--- src/rtl/cluster_clock_gate_ctrl.sv ---
// Always-on controller that drives the cluster clock gate enable: idle detection,
// stop req/ack handshake with the cluster, gating, and wake with a settle delay.
module cluster_clock_gate_ctrl #(
    parameter int IDLE_CNT_W  = 8,
    parameter int WAKE_CYCLES = 4
) (
    input  logic                  clk_i,
    input  logic                  rst_i,
    input  logic                  cfg_enable_i,
    input  logic [IDLE_CNT_W-1:0] cfg_idle_thresh_i,
    input  logic                  busy_i,
    input  logic                  wake_req_i,
    input  logic                  stop_ack_i,
    output logic                  stop_req_o,
    output logic                  gate_en_o,
    output logic                  gated_o,
    output logic [15:0]           gate_cnt_o
);

    localparam int WCNT_W = (WAKE_CYCLES > 1) ? $clog2(WAKE_CYCLES) : 1;

    typedef enum logic [2:0] {
        S_RUN,
        S_STOP_REQ,
        S_GATED,
        S_WAKE,
        S_RELEASE
    } state_e;

    state_e                  state_q, state_d;
    logic [IDLE_CNT_W-1:0]   idle_cnt_q, idle_cnt_d;
    logic                    pend_q, pend_d;
    logic [WCNT_W-1:0]       wcnt_q, wcnt_d;
    logic [15:0]             gate_cnt_q, gate_cnt_d;
    logic                    stop_req_q, gate_en_q, gated_q;

    logic                    idle;
    logic                    wake_cond;
    logic                    pend_now;
    logic [IDLE_CNT_W-1:0]   idle_inc;
    logic [IDLE_CNT_W-1:0]   thresh_eff;

    always_comb begin
        state_d    = state_q;
        idle_cnt_d = idle_cnt_q;
        pend_d     = pend_q;
        wcnt_d     = wcnt_q;
        gate_cnt_d = gate_cnt_q;

        idle       = !busy_i && !wake_req_i && cfg_enable_i;
        wake_cond  = wake_req_i || busy_i || !cfg_enable_i;
        pend_now   = pend_q || wake_cond;
        idle_inc   = (idle_cnt_q == '1) ? idle_cnt_q : idle_cnt_q + 1'b1;
        // The compare uses the post-increment count, so threshold 0 must act as 1.
        thresh_eff = (cfg_idle_thresh_i == '0) ? IDLE_CNT_W'(1) : cfg_idle_thresh_i;

        case (state_q)
            S_RUN: begin
                if (idle) begin
                    idle_cnt_d = idle_inc;
                    if (idle_inc == thresh_eff) begin
                        state_d    = S_STOP_REQ;
                        idle_cnt_d = '0;
                        pend_d     = 1'b0;
                    end
                end else begin
                    idle_cnt_d = '0;
                end
            end
            S_STOP_REQ: begin
                pend_d = pend_now;
                if (stop_ack_i) begin
                    if (pend_now) begin
                        state_d = S_WAKE;
                        wcnt_d  = '0;
                    end else begin
                        state_d    = S_GATED;
                        gate_cnt_d = (gate_cnt_q == 16'hFFFF) ? gate_cnt_q : gate_cnt_q + 16'd1;
                    end
                end
            end
            S_GATED: begin
                if (wake_cond) begin
                    state_d = S_WAKE;
                    wcnt_d  = '0;
                end
            end
            S_WAKE: begin
                if (wcnt_q == WCNT_W'(WAKE_CYCLES - 1)) begin
                    state_d = S_RELEASE;
                end else begin
                    wcnt_d = wcnt_q + 1'b1;
                end
            end
            S_RELEASE: begin
                if (!stop_ack_i) begin
                    state_d    = S_RUN;
                    idle_cnt_d = '0;
                end
            end
            default: state_d = S_RUN;
        endcase
    end

    // Outputs are registered from the next state so they line up with it.
    always_ff @(posedge clk_i) begin
        if (rst_i) begin
            state_q    <= S_RUN;
            idle_cnt_q <= '0;
            pend_q     <= 1'b0;
            wcnt_q     <= '0;
            gate_cnt_q <= '0;
            stop_req_q <= 1'b0;
            gate_en_q  <= 1'b1;
            gated_q    <= 1'b0;
        end else begin
            state_q    <= state_d;
            idle_cnt_q <= idle_cnt_d;
            pend_q     <= pend_d;
            wcnt_q     <= wcnt_d;
            gate_cnt_q <= gate_cnt_d;
            stop_req_q <= (state_d == S_STOP_REQ) || (state_d == S_GATED) || (state_d == S_WAKE);
            gate_en_q  <= (state_d != S_GATED);
            gated_q    <= (state_d == S_GATED);
        end
    end

    assign stop_req_o = stop_req_q;
    assign gate_en_o  = gate_en_q;
    assign gated_o    = gated_q;
    assign gate_cnt_o = gate_cnt_q;

endmodule

--- config.mk ---
export PLATFORM = sky130hd
export DESIGN_NAME = cluster_clock_gate_ctrl
export DESIGN_NICKNAME = d
export VERILOG_FILES = /design/src/rtl/cluster_clock_gate_ctrl.sv
export SDC_FILE = /design/constraint.sdc
export NUM_CORES = 1
export LEC_CHECK = 0
export CORE_MARGIN = 2
export CORE_UTILIZATION = 39
export CTS_BUF_LIST = sky130_fd_sc_hd__clkbuf_2 sky130_fd_sc_hd__clkbuf_4 sky130_fd_sc_hd__clkbuf_8
export CTS_CLUSTER_DIAMETER = 40
export CTS_CLUSTER_SIZE = 12
export DETAILED_ROUTE_END_ITERATION = 12
export GPL_TIMING_DRIVEN = 0
export SYNTH_ARGS = -nofsm -noshare
export SYNTH_HDL_FRONTEND = slang
export SYNTH_SLANG_ARGS = --single-unit
--- constraint.sdc ---
create_clock -name clk_i -period 3.15 [get_ports clk_i]
set_clock_uncertainty 0.2 [all_clocks]
set_input_delay 0.315 -clock clk_i [delete_from_list [all_inputs] [get_ports clk_i]]
set_output_delay 0.315 -clock clk_i [all_outputs]
set_load 0.05 [all_outputs]
# --- Word level (Yosys, flattened, before mapping) ---
# Cells that the tools add are included.
totals:
  reg_bits: 33
  latchBits: 0
  mem_bits_ro: 0
  n_memories: 0
  out_inout_bits: 19
  ram_bits: 0
classes:
  addsub: 3
  bitwise: 2
  magnitude_cmp: 0
  n_div: 0
  mux: 22
  reduce_logical: 19
  mul: 0
  n_eq_ne: 19
  shifts: 0
ops:
  columns: ["op", "n"]
  rows:
  - ["two-way mux 8 bit", 5]
  - ["two-way mux 3 bit", 6]
  - ["adder 16 x 1 -> 16 bit (second input constant)", 1]
  - ["equality test 16 bit (second input constant)", 1]
  - ["one-hot mux 8 bit (2 select lines)", 1]
  - ["one-hot mux 3 bit (5 select lines)", 1]
  - ["inequality test 2 bit (second input constant)", 7]
  - ["equality test 3 x 2 -> 1 bit (second input constant)", 4]
  - ["adder 8 x 1 -> 8 bit (second input constant)", 1]
  - ["equality test 8 bit", 1]
  - ["equality test 8 bit (second input constant)", 1]
  - ["zero test 8 bit", 1]
  - ["two-way mux 2 bit", 4]
  - ["equality test 3 x 1 -> 1 bit (second input constant)", 2]
  - ["one-hot mux 2 bit (3 select lines)", 1]
  - ["logical OR 1 bit", 5]
  - ["AND reduction 5 bit", 1]
  - ["AND reduction 4 bit", 1]
  - ["nonzero test 2 bit", 2]
  - ["equality test 3 bit (second input constant)", 1]
  - ["zero test 1 bit", 3]
  - ["zero test 3 bit", 1]
  - ["two-way mux 1 bit", 3]
  - ["inequality test 3 x 2 -> 1 bit (second input constant)", 1]
  - ["8 further kinds", 10]

# --- Depth between registers and ports, before layout ---
# Gate-level depths: netlist (run 1).
depth:
  depth_word: 9
  mapped_depth: 9

# --- Worst setup path after synthesis (run 1) ---
# Ideal clock, no wire load.
synth_timing:
  path_kind: "register to register"
  start: "reg gate_cnt_q[0], in the netlist gate_cnt_o[0]"
  end: "reg gate_cnt_q[11], in the netlist gate_cnt_o[11]"
  path_stages_with_launch: 10
  t_arrival_ns: 2.251
  slack_ns: 0.572
  t_required_ns: 2.822
  period_less_slack_ns: 2.578
  n_path_buf: 1
  setup_ns: 0.128
  path_cell_list: "dfxtp_1 ha_1 and2_1 and4_1 a21oi_1 and4_1 clkbuf_1 nand4_1 xor2_1 nor2_1"
synth_via:
  elab_chain_len: 3
  elab_cells_between_ends: 4
  classes_between: "add/sub: 1; eq/ne: 1; bitwise: 1; reduce/logical: 1"
synth_lines:
  columns: ["item", "line_no", "source"]
  rows:
  - ["from (decl)", "34", "logic [15:0] gate_cnt_q, gate_cnt_d;"]
  - ["from (signal assigned)", "121", "gate_cnt_q <= gate_cnt_d;"]
  - ["parallel branches: the longest is 3 deep, another holds adder 16 x 1 -> 16 bit", null, null]
# Several ways; the timed one is not identified.
# A chain may end at the register's enable or synchronous reset.

# --- Worst setup path in the final report (run 1) ---
layout_timing:
  start: "reg idle_cnt_q[1]"
  end: "reg idle_cnt_q[4]"
layout_via:
  elab_chain_len: 6
  elab_cells_between_ends: 7
  classes_between: "add/sub: 1; eq/ne: 2; mux: 4"
layout_lines:
  columns: ["item", "line_no", "source"]
  rows:
  - ["from (decl)", "31", "logic [IDLE_CNT_W-1:0] idle_cnt_q, idle_cnt_d;"]
  - ["from (signal assigned)", "118", "idle_cnt_q <= idle_cnt_d;"]
  - ["adder 8 x 1 -> 8 bit / equality test 8 bit (equally long branches)", "53", "idle_inc = (idle_cnt_q == '1) ? idle_cnt_q : idle_cnt_q + 1'b1;"]
  - ["two-way mux 8 bit (*)", "53", null]
  - ["equality test 8 bit", "61", "if (idle_inc == thresh_eff) begin"]
  - ["two-way mux 8 bit (*)", "61", null]
  - ["two-way mux 8 bit (*)", "59", "if (idle) begin"]
  - ["one-hot mux 8 bit (2 select lines) (*)", "57", "case (state_q)"]
# Every way passes the cells marked *; elsewhere a longest branch is shown, timed or not.

==> results of run 1 <==
-- final cells by class --
cell class,count,share of cell area [%]
Clock buffer,7,3.624
Timing Repair Buffer,32,12.88
Clock inverter,1,1.208
Inverter,1,0.1510
Sequential cell,33,26.57
Buffer,15,2.919
Tap cell,67,3.372
Multi-Input combinational cell,187,49.27
-- cells by family after synthesis --
logic type                 synth area share, %
and+or+nand+nor                          32.40
xor gates and xnor gates                 9.821
DFF                                      33.67
buffers and inverters                    3.891
muxes                                    2.168
AOI/OAI and AO/OA                        16.14
adders and majority gates                1.913
-- worst max-delay path: stages (launching register included) --
cell and delay, ns:
dfxtp_1 0.48, ha_1 0.37, and4_1 0.32, nand2_1 0.23, nor4b_1 0.35, or3b_4 0.21, nand4_1 0.15, buf_4 0.21
a32oi_1 0.20, nor2_1 0.05
-- metal layers --
layer  GRT usage, %  share of wire (%)
met5              0                  0
met4          5.357               0.95
met3          3.347                3.4
met2          27.78                 45
met1          24.69                 51
-- registers in the layout (all words and copies together), names as in the netlist --
| signal | count |
|---|---|
| gate_en_o | 1 |
| wcnt_q | 2 |
| pend_q | 1 |
| gated_o | 1 |
| state_q | 3 |
| gate_cnt_o | 16 |
| stop_req_o | 1 |
| idle_cnt_q | 8 |
-- synth_stat cells, types with 5 or more instances --
master | number | share of area (%)
clkbuf_1 | 7 | 1.3
xnor2_1 | 5 | 2.2
nand3_1 | 17 | 4.3
nor3_1 | 6 | 1.5
nor2_1 | 32 | 6.1
nand4_1 | 12 | 3.8
dfxtp_1 | 33 | 34
nand2_1 | 22 | 4.2
a21oi_1 | 9 | 2.3
xor2_1 | 17 | 7.6
and3_1 | 6 | 1.9
-- worst paths after layout --
kind / startpoint / end / slack [ns] / depth (start not counted)
worst max-delay path: idle_cnt_q[1] / idle_cnt_q[4] / 0.26 / 9
worst min-delay path: idle_cnt_q[7] / idle_cnt_q[7] / 0.31 / 2
worst max register to register: idle_cnt_q[1] / idle_cnt_q[4] / 0.26 / 9
worst min register to register: idle_cnt_q[7] / idle_cnt_q[7] / 0.31 / 2
-- power by group --
part | switching (mW) | internal [mW]
clock network | 0.154 | 0.267
logic | 0.0311 | 0.0289
registers | 0.000416 | 0.418
-- stage by stage --
stage                     worst slack [ns]  std cells  hold slack, ns
after floorplan                     0.5716        236          0.2139
after global placement              0.1195        335          0.2855
after detailed placement            0.1005        335          0.2928
after CTS                           0.2558        343          0.3128
after global routing               0.07291        343          0.3301
final                               0.2568        343          0.3078
==> results.json, run 1 <==
{
  "drive_above_1_share_pct": 8.333,
  "hp-class": "reg2reg",
  "clkSinkCount": 33,
  "final_cell_mix": "33 x dfxtp_1, 32 x nor2_1, 32 x clkdlybuf4s50_1",
  "overflow": 0,
  "antenna_found_initial": 0,
  "grt_pass1_wl_um": 7638,
  "grt_max_degree": 11,
  "clk_latency_ns": 0.28,
  "status": "completed",
  "multi_input_area_sq_um": 1225,
  "vias": 1853,
  "place.port_buffers": 32,
  "vias_per_cell": 5.402,
  "root_buffer": "clkbuf_8",
  "ys_warn_count": 0,
  "worstMarginPinSlew_ns": 0.7823,
  "p_leak_nw": 0.8794,
  "area_growth_pct": 26.72,
  "rows": 25,
  "finalSetupViolations": 0,
  "cts_tree": "yes",
  "syn_nets": 253,
  "drt_iter0_markers": 98,
  "min_period_over_period_pct": 91.85,
  "hpwl_um": 3400,
  "placed_cell_area_sq_um": 2366,
  "die_h_um": 74.93,
  "antenna_left": 0,
  "design_area_sq_um": 2486,
  "seqCellArea_sq_um": 660.6,
  "slew_headroom_pct": 47.36,
  "worst_ep_required_time_ns": 3.10,
  "initial_core_util_pct": 40.99,
  "track_usage_pct": 17.69,
  "nNetsFinal": 292,
  "critPathArrivalTime_ns": 2.85,
  "drcViolationCount": 0,
  "syn_area_per_cell_sq_um": 8.313,
  "crit_type": "reg2reg",
  "drt_wl_total_um": 4633,
  "gp_congestion": 0.7723,
  "cts_hold_buf": 0,
  "crit_path_max_fanout": 10,
  "core-area_sq_um": 4786,
  "synth-main-ff-cell": "dfxtp_1",
  "rsz0062_at_grt": "false",
  "power_uw": 898.8,
  "cts.path.max_buffers": 2,
  "grt_pass1_vias": 1663,
  "wl_per_cell_um": 13.51,
  "synth_seq_cells": 33,
  "cts.repair.resized": 0,
  "htree_num_levels": 2,
  "nFillCells": 474,
  "synth.distinct_cells": 55,
  "die-width_um": 74.93,
  "syn-cell-area_sq_um": 1962,
  "min_period_ns": 2.893,
  "critPathCaptureType": "flip-flop",
  "cts_setup_buffers": 0,
  "start_kind": "flip-flop",
  "first_pass_iters": 4,
  "num_antenna_cells": 0,
  "ir_drop_mv": 0.3208,
  "drv_cap": 0,
  "clk_pin_slew_ns": 0.07,
  "fmax_ghz": 0.3456,
  "ios": 33,
  "layout_commonest_cell": "dfxtp_1",
  "tns_ns": 0,
  "synth_edf_count": 0,
  "netlist_instances": 236,
  "finalCoreUtilization_pct": 51.95,
  "synth-async-reset-ratio_pct": 0,
  "finalHoldViolCount": 0,
  "power.density_nw_per_um2": 361.5,
  "die_area_sq_um": 5614,
  "yosysSeqAreaShare_pct": 33.67,
  "cts_buffers": 5,
  "slew_viol_final": 0
}
No activity file was read; power rests on OpenSTA's default activity.
==> inputs of run 2 (changes only) <==
--- a/config.mk
+++ b/config.mk
@@ -15,3 +15,4 @@
 export SYNTH_ARGS = -nofsm -noshare
 export SYNTH_HDL_FRONTEND = slang
 export SYNTH_SLANG_ARGS = --single-unit
+export TNS_END_PERCENT = 30
==> results of run 2 <==
Final layout, timing and power as in run 1 (identical DEF).
==> inputs of run 3 (changes only) <==
--- a/config.mk
+++ b/config.mk
@@ -12,6 +12,8 @@
 export CTS_CLUSTER_SIZE = 12
 export DETAILED_ROUTE_END_ITERATION = 12
 export GPL_TIMING_DRIVEN = 0
+export HOLD_SLACK_MARGIN = 0.12
+export PLACE_DENSITY = 0.58
 export SYNTH_ARGS = -nofsm -noshare
 export SYNTH_HDL_FRONTEND = slang
 export SYNTH_SLANG_ARGS = --single-unit
==> results.json, run 3 (same netlist as run 1, synthesis figures left out) <==
{
  "status": "completed",
  "cpPeakStageDelay_ns": 0.52,
  "finalCoreUtilization_pct": 52.00,
  "core-area_sq_um": 4786,
  "ios": 33,
  "critPathCaptureType": "flip-flop",
  "die_h_um": 74.93,
  "htree_num_levels": 2,
  "start_kind": "flip-flop",
  "area_growth_pct": 26.85,
  "power.density_nw_per_um2": 358.8,
  "final_cell_mix": "33 x dfxtp_1, 32 x nor2_1, 32 x clkdlybuf4s50_1",
  "worstMarginPinSlew_ns": 0.6982,
  "path_cells": "ha_2 -> and4_1 -> nand2_1 -> nor4b_1 -> or3b_4 -> and3b_4 -> a221oi_4 -> a2111oi_2",
  "whs_path_depth": 2,
  "antenna_left": 0,
  "worst_ep_required_time_ns": 3.12,
  "crit_type": "reg2reg",
  "power_uw": 892.9,
  "place.port_buffers": 32,
  "clk_latency_ns": 0.28,
  "die-width_um": 74.93,
  "tns_ns": 0,
  "crit_path_max_fanout": 8,
  "grt_max_degree": 11,
  "antenna_found_initial": 0,
  "p_leak_nw": 0.8764,
  "hpwl_um": 3456,
  "track_usage_pct": 18.20,
  "hp-class": "reg2reg",
  "finalHoldViolCount": 0,
  "vias_per_cell": 5.318,
  "drive_above_1_share_pct": 8.696,
  "largest_register_ffs": 16,
  "drt_wl_total_um": 4697,
  "slowest_stage": "dfxtp_1",
  "initial_core_util_pct": 40.99,
  "drv_cap": 0,
  "cts_buffers": 5,
  "slew_headroom_pct": 53.02,
  "cts.path.max_buffers": 2,
  "drt_iter0_markers": 92,
  "clk_pin_slew_ns": 0.07,
  "rows": 25,
  "nNetsFinal": 292,
  "first_pass_iters": 4,
  "slew_viol_final": 0,
  "finalSetupViolations": 0,
  "grt_pass1_wl_um": 7921,
  "overflow": 0,
  "wl_per_cell_um": 13.69,
  "critPathArrivalTime_ns": 2.83,
  "gp_congestion": 0.8197,
  "fin_cells": 343,
  "nFillCells": 480,
  "die_area_sq_um": 5614,
  "grt_pass1_vias": 1675,
  "fmax_ghz": 0.3500,
  "drcViolationCount": 0,
  "rsz0062_at_grt": "false",
  "clkSinkCount": 33,
  "root_buffer": "clkbuf_8",
  "min_period_over_period_pct": 90.71,
  "min_period_ns": 2.857,
  "vias": 1824,
  "cts_tree": "yes",
  "r2r_cells": 8,
  "ir_drop_mv": 0.2175,
  "layout_commonest_cell": "dfxtp_1",
  "num_antenna_cells": 0,
  "dp.cells": 335
}
run 3: cell types whose count changed in the layout (fill, tap and decap cells not counted):
cell	before	now
ha_1	3	2
ha_2	0	1
run 3: metal layers:
layer  global-route usage, %  wire (um)  share of wire, %  vias up
li1                        -          -                 -      942
met3                   3.481        183               3.9        4
met4                   6.151         48               1.0        0
met5                       0          0                 0        -
met2                   27.97       2087                44       32
met1                   25.57       2378                51      846
run 3: what timing repair did:
action / 4_1_cts / 5_1_grt
hold buffers: 0 / 0
buffers inserted: 0 / 0
gates resized for setup: 0 / 1
setup endpoints to repair: 0 / 3
run 3: per-stage QoR:
step | instance area, sq um | hold slack, ns | worst slack, ns
global placement | 2366 | 0.2926 | 0.06242
global route | 2489 | 0.3643 | 0.01404
floorplan | 1962 | 0.2139 | 0.5716
detailed placement | 2366 | 0.3145 | 0.09233
finish | 2489 | 0.3253 | 0.2927
CTS | 2486 | 0.3322 | 0.2063
run 3: path summary, 6_finish.rpt:
path,from,endpoint,slack (ns)
hold / removal,wcnt_q[1],wcnt_q[1],0.33
setup reg to reg,idle_cnt_q[1],state_q[0],0.29
hold reg to reg,wcnt_q[1],wcnt_q[1],0.33
setup / recovery,idle_cnt_q[1],state_q[0],0.29
run 3: report_power, final:
| part | switching, mW | internal (mW) | leakage, nW |
|---|---|---|---|
| logic | 0.0318 | 0.0290 | 0.549 |
| clock network | 0.148 | 0.267 | 0.0619 |
| registers | 0.000447 | 0.418 | 0.266 |
| total | 0.180 | 0.713 | 0.876 |
run 3: worst max-delay path: cells and delay by family, from the launching register on:
family	cells	cell delay, ns
AND/OR/NAND/NOR	5	1.27
flip-flops	1	0.52
AO/OA/AOI/OAI	2	0.43
adder cells (fa/ha/maj)	1	0.33
run 3: cell type report:
cell class | count | area, sq um | share of cell area (%)
inverter | 1 | 3.754 | 0.1508
tap | 67 | 83.83 | 3.369
clock inverter | 1 | 30.03 | 1.207
multi-input combinational | 187 | 1227 | 49.32
timing repair buffer | 32 | 320.3 | 12.87
buffer | 15 | 72.57 | 2.916
sequential | 33 | 660.6 | 26.55
clock buffer | 7 | 90.09 | 3.620
